**src/rtl/mux_rr_arbiter_if.sv**
```systemverilog
// Handshake bundle between four requesters and the shared 4:1 mux arbiter.
// The requester side drives req/din; the arbiter drives grant, select and mux output.
interface mux_rr_arbiter_if;
   logic [3:0] req;
   logic [3:0] din;
   logic [3:0] gnt;
   logic [1:0] sel;
   logic       valid;
   logic       y;

   modport master (output req, output din, input gnt, input sel, input valid, input y);
   modport slave  (input req, input din, output gnt, output sel, output valid, output y);
endinterface

```
**src/rtl/mux_rr_arbiter.sv**
```systemverilog
// Round-robin arbiter for a shared 4:1 one-bit mux with a bounded hold time
// per owner under contention; registered grant/select, combinational data gate.
module mux_rr_arbiter #(
   parameter  int HOLD_MAX = 4,
   localparam int CW       = $clog2(HOLD_MAX) + 1
) (
   input logic             clk,
   input logic             rst,
   mux_rr_arbiter_if.slave bus
);

   localparam logic [0:0]    S_IDLE  = 1'b0;
   localparam logic [0:0]    S_GRANT = 1'b1;
   localparam logic [CW-1:0] CNT_MAX = CW'(HOLD_MAX - 1);

   logic [0:0]    state_q, state_d;
   logic [3:0]    gnt_q, gnt_d;
   logic [1:0]    sel_q, sel_d;
   logic [CW-1:0] cnt_q, cnt_d;
   logic [1:0]    last_q, last_d;

   logic       found;
   logic [1:0] win;
   logic       other_req;
   logic       hold_done;
   logic       take;

   // Returns {found, index}: first set bit scanning upward from lst+1, wrapping.
   function automatic logic [2:0] rr_pick(input logic [3:0] r, input logic [1:0] lst);
      logic [2:0] res;
      logic [1:0] idx;
      res = 3'b000;
      for (int i = 4; i >= 1; i--) begin
         idx = lst + 2'(i);
         if (r[idx]) res = {1'b1, idx};
      end
      return res;
   endfunction

   assign {found, win} = rr_pick(bus.req, last_q);
   assign other_req    = |(bus.req & ~gnt_q);
   assign hold_done    = (cnt_q == CNT_MAX);

   always_comb begin
      state_d = state_q;
      gnt_d   = gnt_q;
      sel_d   = sel_q;
      cnt_d   = cnt_q;
      last_d  = last_q;
      take    = 1'b0;
      case (state_q)
         S_IDLE: take = found;
         S_GRANT: begin
            if (!bus.req[sel_q]) begin
               // In GRANT last_q == sel_q, so the search already starts at owner+1.
               if (found) begin
                  take = 1'b1;
               end else begin
                  state_d = S_IDLE;
                  gnt_d   = 4'b0000;
                  sel_d   = 2'd0;
                  cnt_d   = '0;
               end
            end else if (hold_done && other_req) begin
               take = 1'b1;
            end else if (hold_done) begin
               cnt_d = '0;
            end else begin
               cnt_d = cnt_q + CW'(1);
            end
         end
         default: state_d = S_IDLE;
      endcase
      if (take) begin
         state_d = S_GRANT;
         gnt_d   = 4'b0001 << win;
         sel_d   = win;
         last_d  = win;
         cnt_d   = '0;
      end
   end

   always_ff @(posedge clk) begin
      if (rst) begin
         state_q <= S_IDLE;
         gnt_q   <= 4'b0000;
         sel_q   <= 2'd0;
         cnt_q   <= '0;
         last_q  <= 2'd3;
      end else begin
         state_q <= state_d;
         gnt_q   <= gnt_d;
         sel_q   <= sel_d;
         cnt_q   <= cnt_d;
         last_q  <= last_d;
      end
   end

   assign bus.gnt   = gnt_q;
   assign bus.sel   = sel_q;
   assign bus.valid = |gnt_q;
   assign bus.y     = bus.din[sel_q] & (|gnt_q);

endmodule
```
**src/flat_wrapper.sv**
```systemverilog
// flat-port wrapper written by rule: the top's interface ports become plain ports
module mux_rr_arbiter_flat 
#(
   parameter  int HOLD_MAX = 4,
   localparam int CW       = $clog2(HOLD_MAX) + 1
)
  (clk, rst, bus_req, bus_din, bus_gnt, bus_sel, bus_valid, bus_y);
  mux_rr_arbiter_if bus_i ();
  input logic clk;
  input logic rst;
  input wire logic [$bits(bus_i.req)-1:0] bus_req;
  input wire logic [$bits(bus_i.din)-1:0] bus_din;
  output wire logic [$bits(bus_i.gnt)-1:0] bus_gnt;
  output wire logic [$bits(bus_i.sel)-1:0] bus_sel;
  output wire logic [$bits(bus_i.valid)-1:0] bus_valid;
  output wire logic [$bits(bus_i.y)-1:0] bus_y;
  assign bus_i.req = bus_req;
  assign bus_i.din = bus_din;
  assign bus_gnt = bus_i.gnt;
  assign bus_sel = bus_i.sel;
  assign bus_valid = bus_i.valid;
  assign bus_y = bus_i.y;
  mux_rr_arbiter #(.HOLD_MAX(HOLD_MAX)) u_core (.clk(clk), .rst(rst), .bus(bus_i));
endmodule
```
**config.mk**
```make
export PLATFORM = sky130hd
export DESIGN_NAME = mux_rr_arbiter_flat
export DESIGN_NICKNAME = d
export VERILOG_FILES = /design/src/rtl/mux_rr_arbiter_if.sv /design/src/rtl/mux_rr_arbiter.sv /design/src/flat_wrapper.sv
export SDC_FILE = /design/constraint.sdc
export NUM_CORES = 1
export LEC_CHECK = 0
export ABC_AREA = 1
export BUFFER_PORTS_ARGS = -buffer_cell sky130_fd_sc_hd__buf_4
export CAP_MARGIN = 10
export CORE_MARGIN = 8
export CORE_UTILIZATION = 50
export CTS_BUF_LIST = sky130_fd_sc_hd__clkbuf_2 sky130_fd_sc_hd__clkbuf_4 sky130_fd_sc_hd__clkbuf_8
export DETAILED_ROUTE_END_ITERATION = 8
export MAX_ROUTING_LAYER = met4
export PLACE_DENSITY = 0.77
export SLEW_MARGIN = 20
export SYNTH_ARGS = -nofsm -noshare
export SYNTH_HDL_FRONTEND = slang
export SYNTH_SLANG_ARGS = --single-unit
```
**constraint.sdc**
```tcl
create_clock -name clk -period 1.3 [get_ports clk]
set_input_delay 0.065 -clock clk [delete_from_list [all_inputs] [get_ports clk]]
set_output_delay 0.065 -clock clk [all_outputs]
set_load 0.03 [all_outputs]
```
==> impl_metrics.ini, run 1 <==
[cells_and_area]
area_delta_synth_final_pct = 56.5
nFillCells = 110
utilization_pct = 82.4
instances_no_fill = 215
fin_nets = 202
drive_above_1_share_pct = 48.9
insertedDiodeCount = 0
multi_input_area_um2 = 654
final_cell_mix = nand2_1 (41), buf_4 (36), inv_1 (18)
layout_commonest_cell = nand2_1
finish.instance_area_um2 = 1410
seq_area_um2 = 262

[placed_design]
placed_cells = 201
dpl.hpwl_um = 1860
place.gp.congestion = 0.944
postPlaceCellArea_um2 = 1170
port_buffers = 17

[synthesis]
synth.distinct_cells = 24
yosysWarningCount = 0
synth.net_count = 157
ys_async_sr_fraction_pct = 0
synth_top_cell_area_share_pct = 26.7
synth_seq_cells = 12
synth_area_um2 = 900
synth_area_leaders = dfxtp_1 (27%), nand2_1 (21%), inv_1 (7.9%)
yosysSeqAreaShare_pct = 26.7
synth_cells = 146
yosysTopAreaCell = dfxtp_1
avgSynthCellArea_um2 = 6.16
synth_edf_count = 0
synth_flop_cell = dfxtp_1

[route]
wirelength_um = 2890
viasPerCell = 5.13
first_pass_iters = 4
via_count = 1102
ant_nets = 0
wl_per_cell_um = 13.4
drt_iter0_markers = 22
post-route-drc-count = 0

[grt]
antenna_found_initial = 0
grt_max_degree = 10
grt_pass1_vias = 991
grt_overflow = 0
grt_pass1_wl_um = 4050
grt_util_all_layers_pct = 15.4

[timing]
worstMarginPinSlew_ps = 296
max_freq_mhz = 637
setup_viol = 13
fin_ws_ps = -269
fin_crit_ps = 1570
fin_skew_ps = 5.63
timing.final.hold_violations = 1
maxSlewHeadroom_pct = 80.1
rsz0062_at_grt = yes
whs_ps = -5.77
period_share_pct = 121
fin_tns_setup_ps = -2240
maxSlewViolCount = 0

[cts]
htreeDepth = 1
cts_max_path_buffers = 2
clock_latency_ps = 290
clk_pin_slew_ps = 80
cts-buffers-inserted = 3
clockRootBuffer = clkbuf_4
cts_sinks = 12
ctsHoldBuffers = 0
cts_tree = yes

[setup_path]
cp-end-kind = register
criticalPathCategory = reg2reg
crit_arrival_ps = 1750
cp_data_required_time_ps = 1480
cp-start-kind = register
cp_max_fo = 5

[floorplan]
die_h_um = 58.4
die_width_um = 58.4
io_pins = 18
num_rows = 15
core-area_um2 = 1710
die_area_um2 = 3410
initial_core_util_pct = 52.7

[run_status]
failed_checks = hold timing, setup timing
status = finished, violations left

[pwr]
p_leak_nw = 0.736
power_density_nw_per_um2 = 2860
peakVddDrop_uv = 2120

[run]
cap_violations = 0

[min_path]
hold_path_class = in2reg
## state kept, by name, indices dropped and copies added (netlist names)
name,count
u_core.last_q,2
u_core.bus.gnt,4
u_core.bus.sel,2
u_core.state_q,1
u_core.cnt_q,3
## where the power goes
part	total, W	internal, W	switching (W)
combinational	0.00308	0.00132	0.00175
sequential	0.000692	0.000551	0.000141
clock	0.000251	0.000112	0.000139
total	0.00402	0.00198	0.00204
## metrics by stage
| stage | power (W) | setup slack [ps] | hold slack, ps |
|---|---|---|---|
| floorplan | 0.00224 | -25.8 | 352 |
| global placement | 0.00302 | -160 | 295 |
| detailed placement | 0.00306 | -184 | 297 |
| CTS | 0.00360 | -126 | 3.16 |
| global route | 0.00431 | -345 | -9.84 |
| finish | 0.00402 | -269 | -5.77 |
## path summary, 6_finish.rpt
path / slack, ps / to / cells after the start / from
worst max-delay path: -270 / u_core.cnt_q[1] / 9 / u_core.bus.gnt[0]
worst min-delay path: -6 / u_core.bus.gnt[2] / 2 / rst
worst max register to register: -270 / u_core.cnt_q[1] / 9 / u_core.bus.gnt[0]
worst min register to register: 510 / u_core.cnt_q[2] / 2 / u_core.cnt_q[2]
## cell type report
cell class / count / share of cell area (%)
multi-input combinational: 109 / 46.5
tap: 25 / 2.22
clock inverter: 1 / 0.267
inverter: 23 / 6.84
sequential: 12 / 18.6
clock buffer: 3 / 1.60
timing repair buffer: 42 / 24.0
## cells by family after synthesis
logic type                 count (synthesis)  share of synthesized area [%]
DFF                                       12                           26.7
buffers and inverters                     25                           12.4
adders and majority gates                  1                           1.39
AOI/OAI and AO/OA                         19                           14.0
and+or+nand+nor                           89                           45.5
## per-layer routing
metal | up-vias | GRT usage (%) | wire length, um
li1 | 555 | - | -
met1 | 493 | 17.4 | 1220
met2 | 41 | 24.1 | 1290
met3 | 13 | 3.91 | 231
met4 | 0 | 9.09 | 146
met5 | - | - | 0
## synth_stat cells, types with 2 or more instances
library cell / n
dfxtp_1: 12
o211ai_1: 2
o21ai_0: 6
nand2_4: 4
nand2_2: 5
inv_1: 19
nand3_1: 14
nand2_1: 51
a21oi_1: 7
inv_2: 2
nor2_1: 11
## what timing repair did
item / in CTS / in global routing
buffers inserted: 5 / 5
pin swaps: 7 / 13
gates resized for setup: 15 / 25
endpoints found under the setup margin: 13 / 13
## worst max-delay path, cell delays in order, from the launching register on
cell,delay (ps)
dfxtp_4,350
inv_1,50
nand2_1,70
nand2_1,80
o21ai_2,230
nand2_1,110
a21oi_2,260
nand2_1,110
o21ai_0,150
nor2_2,70
No activity file was read; power rests on OpenSTA's default activity.
==> run 2: changes to the inputs <==
SETUP_SLACK_MARGIN = 0.2   (was unset)
==> run 2 against run 1 <==
  * The run ends with setup timing left
  * Clock skew rose by 1.8 ps
  * Sequential cell count unchanged
  * Critical path depth unchanged
  * Count of clock-buffer cells in the layout is 1 higher
==> impl_metrics.ini, run 2 (synthesis gave the netlist of run 1 again) <==
[grt]
grt_pass1_vias = 998
grt_pass1_wl_um = 4060
top_usage_layer = met2
grt_max_degree = 10
met1_usage_pct = 16.4
grt_overflow = 0
antenna_found_initial = 0
gr-usage-met3_pct = 3.26
grt_util_all_layers_pct = 15.0
met2_usage_pct = 26.6

[placed_design]
port_buffers = 17
place.gp.congestion = 0.856
dpl_worst_slack_ps = -148
dpl.hpwl_um = 1930
placed_cells = 200

[setup_path]
worstPathCellList = inv_1, nand2_1, nand2_2, nand2_2, nand2_1, nand3_2, a21boi_2, nand2_1, a21oi_2
cp_slowest_stage_delay_ps = 340
cp_common_cell = nand2_1
cp-start-kind = register
cp_max_fo = 4
cp-end-kind = register
crit_arrival_ps = 1640
cp_data_required_time_ps = 1490
cp_slowest_cell = dfxtp_2
criticalPathCategory = reg2reg

[cells_and_area]
drive_above_1_share_pct = 47.8
fin_nets = 194
largest_reg_flops = 4
instances_no_fill = 207
layout_commonest_cell = nand2_1
nFillCells = 119
insertedDiodeCount = 0
final_cell_mix = nand2_1 (41), buf_4 (30), inv_1 (16)
area_delta_synth_final_pct = 48.8

[pwr]
seq_power_share_pct = 18.7
internal_power_w = 0.00188
peakVddDrop_uv = 1700
p_comb_share_pct = 74.7
power_density_nw_per_um2 = 2880
net-switching-power_w = 0.00198
clockPowerShare_pct = 6.6
p_leak_nw = 0.685
p_sw_share_pct = 51.3

[floorplan]
num_rows = 15
die_width_um = 58.4
initial_core_util_pct = 52.7
io_pins = 18
die_h_um = 58.4
core-area_um2 = 1710
die_area_um2 = 3410

[cts]
clock_latency_ps = 260
cts_sinks = 12
cts_max_path_buffers = 2
htreeDepth = 1
cts-buffers-inserted = 3
clockRootBuffer = clkbuf_4
cts_tree = yes
clk_pin_slew_ps = 80

[run_status]
failed_checks = setup timing
status = finished, violations left

[route]
viasPerCell = 5.19
first_pass_iters = 4
drt_iter0_markers = 33
post-route-drc-count = 0
ant_nets = 0
via_count = 1075
wirelength_um = 2680
wl_per_cell_um = 12.9

[timing]
fin_skew_ps = 7.40
worstMarginPinSlew_ps = 248
fin_crit_ps = 1450
timing.final.hold_violations = 0
period_share_pct = 112
max_freq_mhz = 690
fin_ws_ps = -150
maxSlewViolCount = 0
setup_viol = 13
rsz0062_at_grt = yes
maxSlewHeadroom_pct = 83.4

[min_path]
hold_path_class = in2reg

[run]
cap_violations = 0
## run 2: cell count changes in the layout (fill, tap and decap cells not counted), moves of 2 or more
cell	previous run	this run
buf_6	6	3
inv_1	18	16
buf_4	36	30
nand2_4	10	6
nand2_2	9	13
inv_2	3	5
nor2_1	7	10
dfxtp_2	2	4
nor2_2	3	1
dfxtp_1	5	3
## run 2: per-layer routing
metal	routed length [um]	up-vias	share of wire, %
met5	0	-	0
met4	31	0	1.2
met3	207	4	7.7
met2	1330	35	50
met1	1110	504	41
li1	-	532	-
## run 2: area by class of cell
| type | count | area, um^2 | area share, % |
|---|---|---|---|
| multi-input cells | 110 | 658 | 49.2 |
| flip-flops and latches | 12 | 264 | 19.7 |
| repair buffers | 33 | 259 | 19.3 |
| inverters | 23 | 96.3 | 7.20 |
| well taps | 25 | 31.3 | 2.34 |
| clock buffers | 4 | 30.0 | 2.24 |
## run 2: per-stage QoR
step	util, %	setup TNS (ps)	total power [W]	hold slack [ps]	instance area [um^2]
6_report	78.4	-1320	0.00385	21.1	1340
4_1_cts	75.2	-869	0.00360	8.69	1280
2_1_floorplan	-	-75.3	0.00228	352	926
3_3_place_gp	68.8	-861	0.00306	288	1170
5_1_grt	78.4	-2310	0.00411	23.8	1340
3_5_place_dp	68.8	-1260	0.00310	295	1170
## run 2: path summary, 6_finish.rpt
check,start,to,slack [ps],cells past startpoint
min reg2reg,u_core.cnt_q[2],u_core.cnt_q[2],460,2
min,rst,u_core.bus.sel[0],20,2
max,u_core.last_q[1],u_core.bus.sel[1],-150,9
max reg2reg,u_core.last_q[1],u_core.bus.sel[1],-150,9
## run 2: what timing repair did
action,in CTS,in global routing
hold buffers,0,0
resized for setup,23,12
gates cloned,1,0
pin swaps,12,4
buffers inserted,1,1
endpoints found under the setup margin,14,14
## run 2: critical path, delay by kind of cell, from the launching register on
family                 cells  cell delay, ps
and+or+nand+nor            6             550
DFF                        1             340
buffers and inverters      1             130
AOI/OAI and AO/OA          2             360
## run 2: power groups by stage
stage | Combinational, W | Sequential, W | Clock, W
after floorplan | 0.00144 | 0.000841 | 0
after global placement | 0.00237 | 0.000689 | 0
after detailed placement | 0.00240 | 0.000697 | 0
after CTS | 0.00263 | 0.000711 | 0.000259
after global routing | 0.00310 | 0.000739 | 0.000273
final | 0.00288 | 0.000721 | 0.000254
==> run 3: changes to the inputs <==
ABC_AREA = 0   (was 1)
CORE_UTILIZATION = 47   (was 50)
PLACE_DENSITY = 0.85   (was 0.77)
==> run 3 against run 2 <==
  * Wire length down 26%
  * Core utilization increased by 4.3 points
  * Final cell count down 40%
  * Largest power group unchanged
  * Maximum frequency shrank 9.0%
  * Non-clock buffer count is 1 higher
  * The run still ends with setup timing left
==> impl_metrics.ini, run 3 <==
[cells_and_area]
insertedDiodeCount = 0
fin_nets = 122
nFillCells = 82
largest_reg_flops = 4
final_cell_mix = buf_4 (25), nor2_1 (11), buf_6 (9)
finish.instance_area_um2 = 1080
drive_above_1_share_pct = 58.2
layout_commonest_cell = buf_4
area_delta_synth_final_pct = 65.1

[setup_path]
cp_data_required_time_ps = 1470
cp_max_fo = 4
cp-start-kind = register
ff2ff_path_depth = 5
rrSetupSlack_ps = -290
crit_arrival_ps = 1760
cp_slowest_stage_delay_ps = 370
cp_slowest_cell = dfxtp_4
reg2reg_from = u_core.bus.gnt[2]
worstPathCellList = and2b_4, o41a_1, nor2_4, and3b_1, a22o_1
crit_cells = 5
crit_path_start = u_core.bus.gnt[2]
r2r-end = u_core.bus.gnt[2]
criticalPathCategory = reg2reg
path_buf_inv = 0
cp-end-kind = register
cp_top_family = compound AO/OA/AOI/OAI gates

[synthesis]
synth_area_leaders = dfxtp_1 (37%), nor2_1 (6.9%), nor2b_1 (6.7%)
synth_top_cell_area_share_pct = 36.9
synthTopCellsByCount = dfxtp_1 (12), nor2_1 (12), nor2b_1 (7), nand2_1 (3)
yosysWarningCount = 0
synth_flop_cell = dfxtp_1
synth_edf_count = 0
synth.distinct_cells = 34
synth_cells = 73
synth.net_count = 84
yosysTopAreaCell = dfxtp_1
synth_seq_cells = 12
synth_area_um2 = 652
avgSynthCellArea_um2 = 8.93
yosysSeqAreaShare_pct = 36.9
ys_async_sr_fraction_pct = 0

[pwr]
p_sw_share_pct = 33.3
internal_power_w = 0.000874
net-switching-power_w = 0.000437
peakVddDrop_uv = 883
p_leak_nw = 0.465
power_density_nw_per_um2 = 1220
clockPowerShare_pct = 23.5
power_w = 0.00131
seq_power_share_pct = 34.4
p_comb_share_pct = 42.0

[timing]
max_freq_mhz = 628
maxSlewHeadroom_pct = 71.7
fin_skew_ps = 2.80
timing.final.hold_violations = 0
setup_viol = 13
worstMarginPinSlew_ps = 419
fin_ws_ps = -293
fin_crit_ps = 1590
maxSlewViolCount = 0
rsz0062_at_grt = yes
period_share_pct = 123

[route]
via_count = 701
wl_per_cell_um = 15.9
wirelength_um = 1990
post-route-drc-count = 0
first_pass_iters = 4
drt_iter0_markers = 20
ant_nets = 0
viasPerCell = 5.61

[cts]
clock_latency_ps = 280
clockRootBuffer = clkbuf_4
cts_sinks = 12
htreeDepth = 1
cts_tree = yes
cts_max_path_buffers = 2
cts-buffers-inserted = 3
clk_pin_slew_ps = 80

[grt]
grt_util_all_layers_pct = 15.1
grt_pass1_wl_um = 3130
grt_max_degree = 12
grt_overflow = 0
antenna_found_initial = 0
grt_pass1_vias = 700

[placed_design]
port_buffers = 17
postPlaceCellArea_um2 = 920
place.gp.congestion = 0.890
dpl.hpwl_um = 1430

[run]
cap_violations = 0

[floorplan]
core-area_um2 = 1300
num_rows = 13
die_width_um = 53.2
io_pins = 18
initial_core_util_pct = 50.1
die_area_um2 = 2830
die_h_um = 53.2

[min_path]
hold_depth = 2
hold_path_class = in2reg
min-delay-start = rst
hold_end = u_core.cnt_q[0]

[run_status]
failed_checks = setup timing
status = finished, violations left
-- run 3: cell types whose count changed in the layout (fill, tap and decap cells not counted), moves of 6 or more --
cell | previous run | this run
nand3_1 | 13 | 0
nor2b_1 | 0 | 6
nand2_4 | 6 | 0
buf_6 | 3 | 9
inv_1 | 16 | 2
nand2_1 | 41 | 3
nand2_2 | 13 | 0
-- run 3: power groups by stage --
stage | logic, W | registers [W] | clock network [W]
after global routing | 0.000589 | 0.000455 | 0.000331
final | 0.000551 | 0.000451 | 0.000308
after floorplan | 0.000206 | 0.000500 | 0
after CTS | 0.000528 | 0.000447 | 0.000311
after detailed placement | 0.000445 | 0.000453 | 0
after global placement | 0.000434 | 0.000450 | 0
-- run 3: final cells by class --
| class | instances | area (um^2) | share of cell area [%] |
|---|---|---|---|
| clock buffer | 4 | 36.3 | 3.37 |
| inverter | 2 | 7.51 | 0.698 |
| multi-input combinational | 58 | 462 | 42.9 |
| sequential | 12 | 263 | 24.4 |
| tap | 15 | 18.8 | 1.74 |
| timing repair buffer | 34 | 289 | 26.9 |
-- run 3: routing by layer --
metal | vias up | global-route usage [%] | share of wire, % | wire length (um)
met2 | 20 | 27.1 | 53 | 1050
met4 | 0 | 5.04 | 1.6 | 31
li1 | 342 | - | - | -
met1 | 334 | 15.5 | 39 | 779
met5 | - | - | 0 | 0
met3 | 5 | 3.92 | 6.7 | 134
-- run 3: kinds of logic after synthesis --
group	synth area share [%]
buffers and inverters	1.73
flip-flops	36.9
multiplexers	6.53
AO/OA/AOI/OAI	22.1
adder cells (fa/ha/maj)	1.92
AND/OR/NAND/NOR	30.9
-- run 3: timing repair --
item	4_1_cts	5_1_grt
setup buffers	3	1
hold buffers	0	0
pin swaps	3	2
gates resized for setup	19	4
endpoints found under the hold margin	0	0
setup endpoints to repair	13	13
-- run 3: stage by stage --
step	setup TNS [ps]	hold WS [ps]	setup slack (ps)	util, %	std cells
after floorplan	-1520	145	-251	-	73
after global placement	-1550	310	-238	70.7	117
after CTS	-2370	19.5	-277	80.9	124
final	-2550	29.7	-293	82.7	125
after detailed placement	-2130	322	-296	70.7	117
after global routing	-3120	26.9	-336	82.7	125
-- run 3: how the worst max path moves through the flow --
stage | end | slack, ps
after floorplan | u_core.bus.gnt[3] | -250
after global placement | u_core.bus.gnt[3] | -240
after detailed placement | u_core.last_q[1] | -300
after CTS | bus_y | -280
after global routing | u_core.bus.gnt[2] | -340
final | u_core.bus.gnt[2] | -290
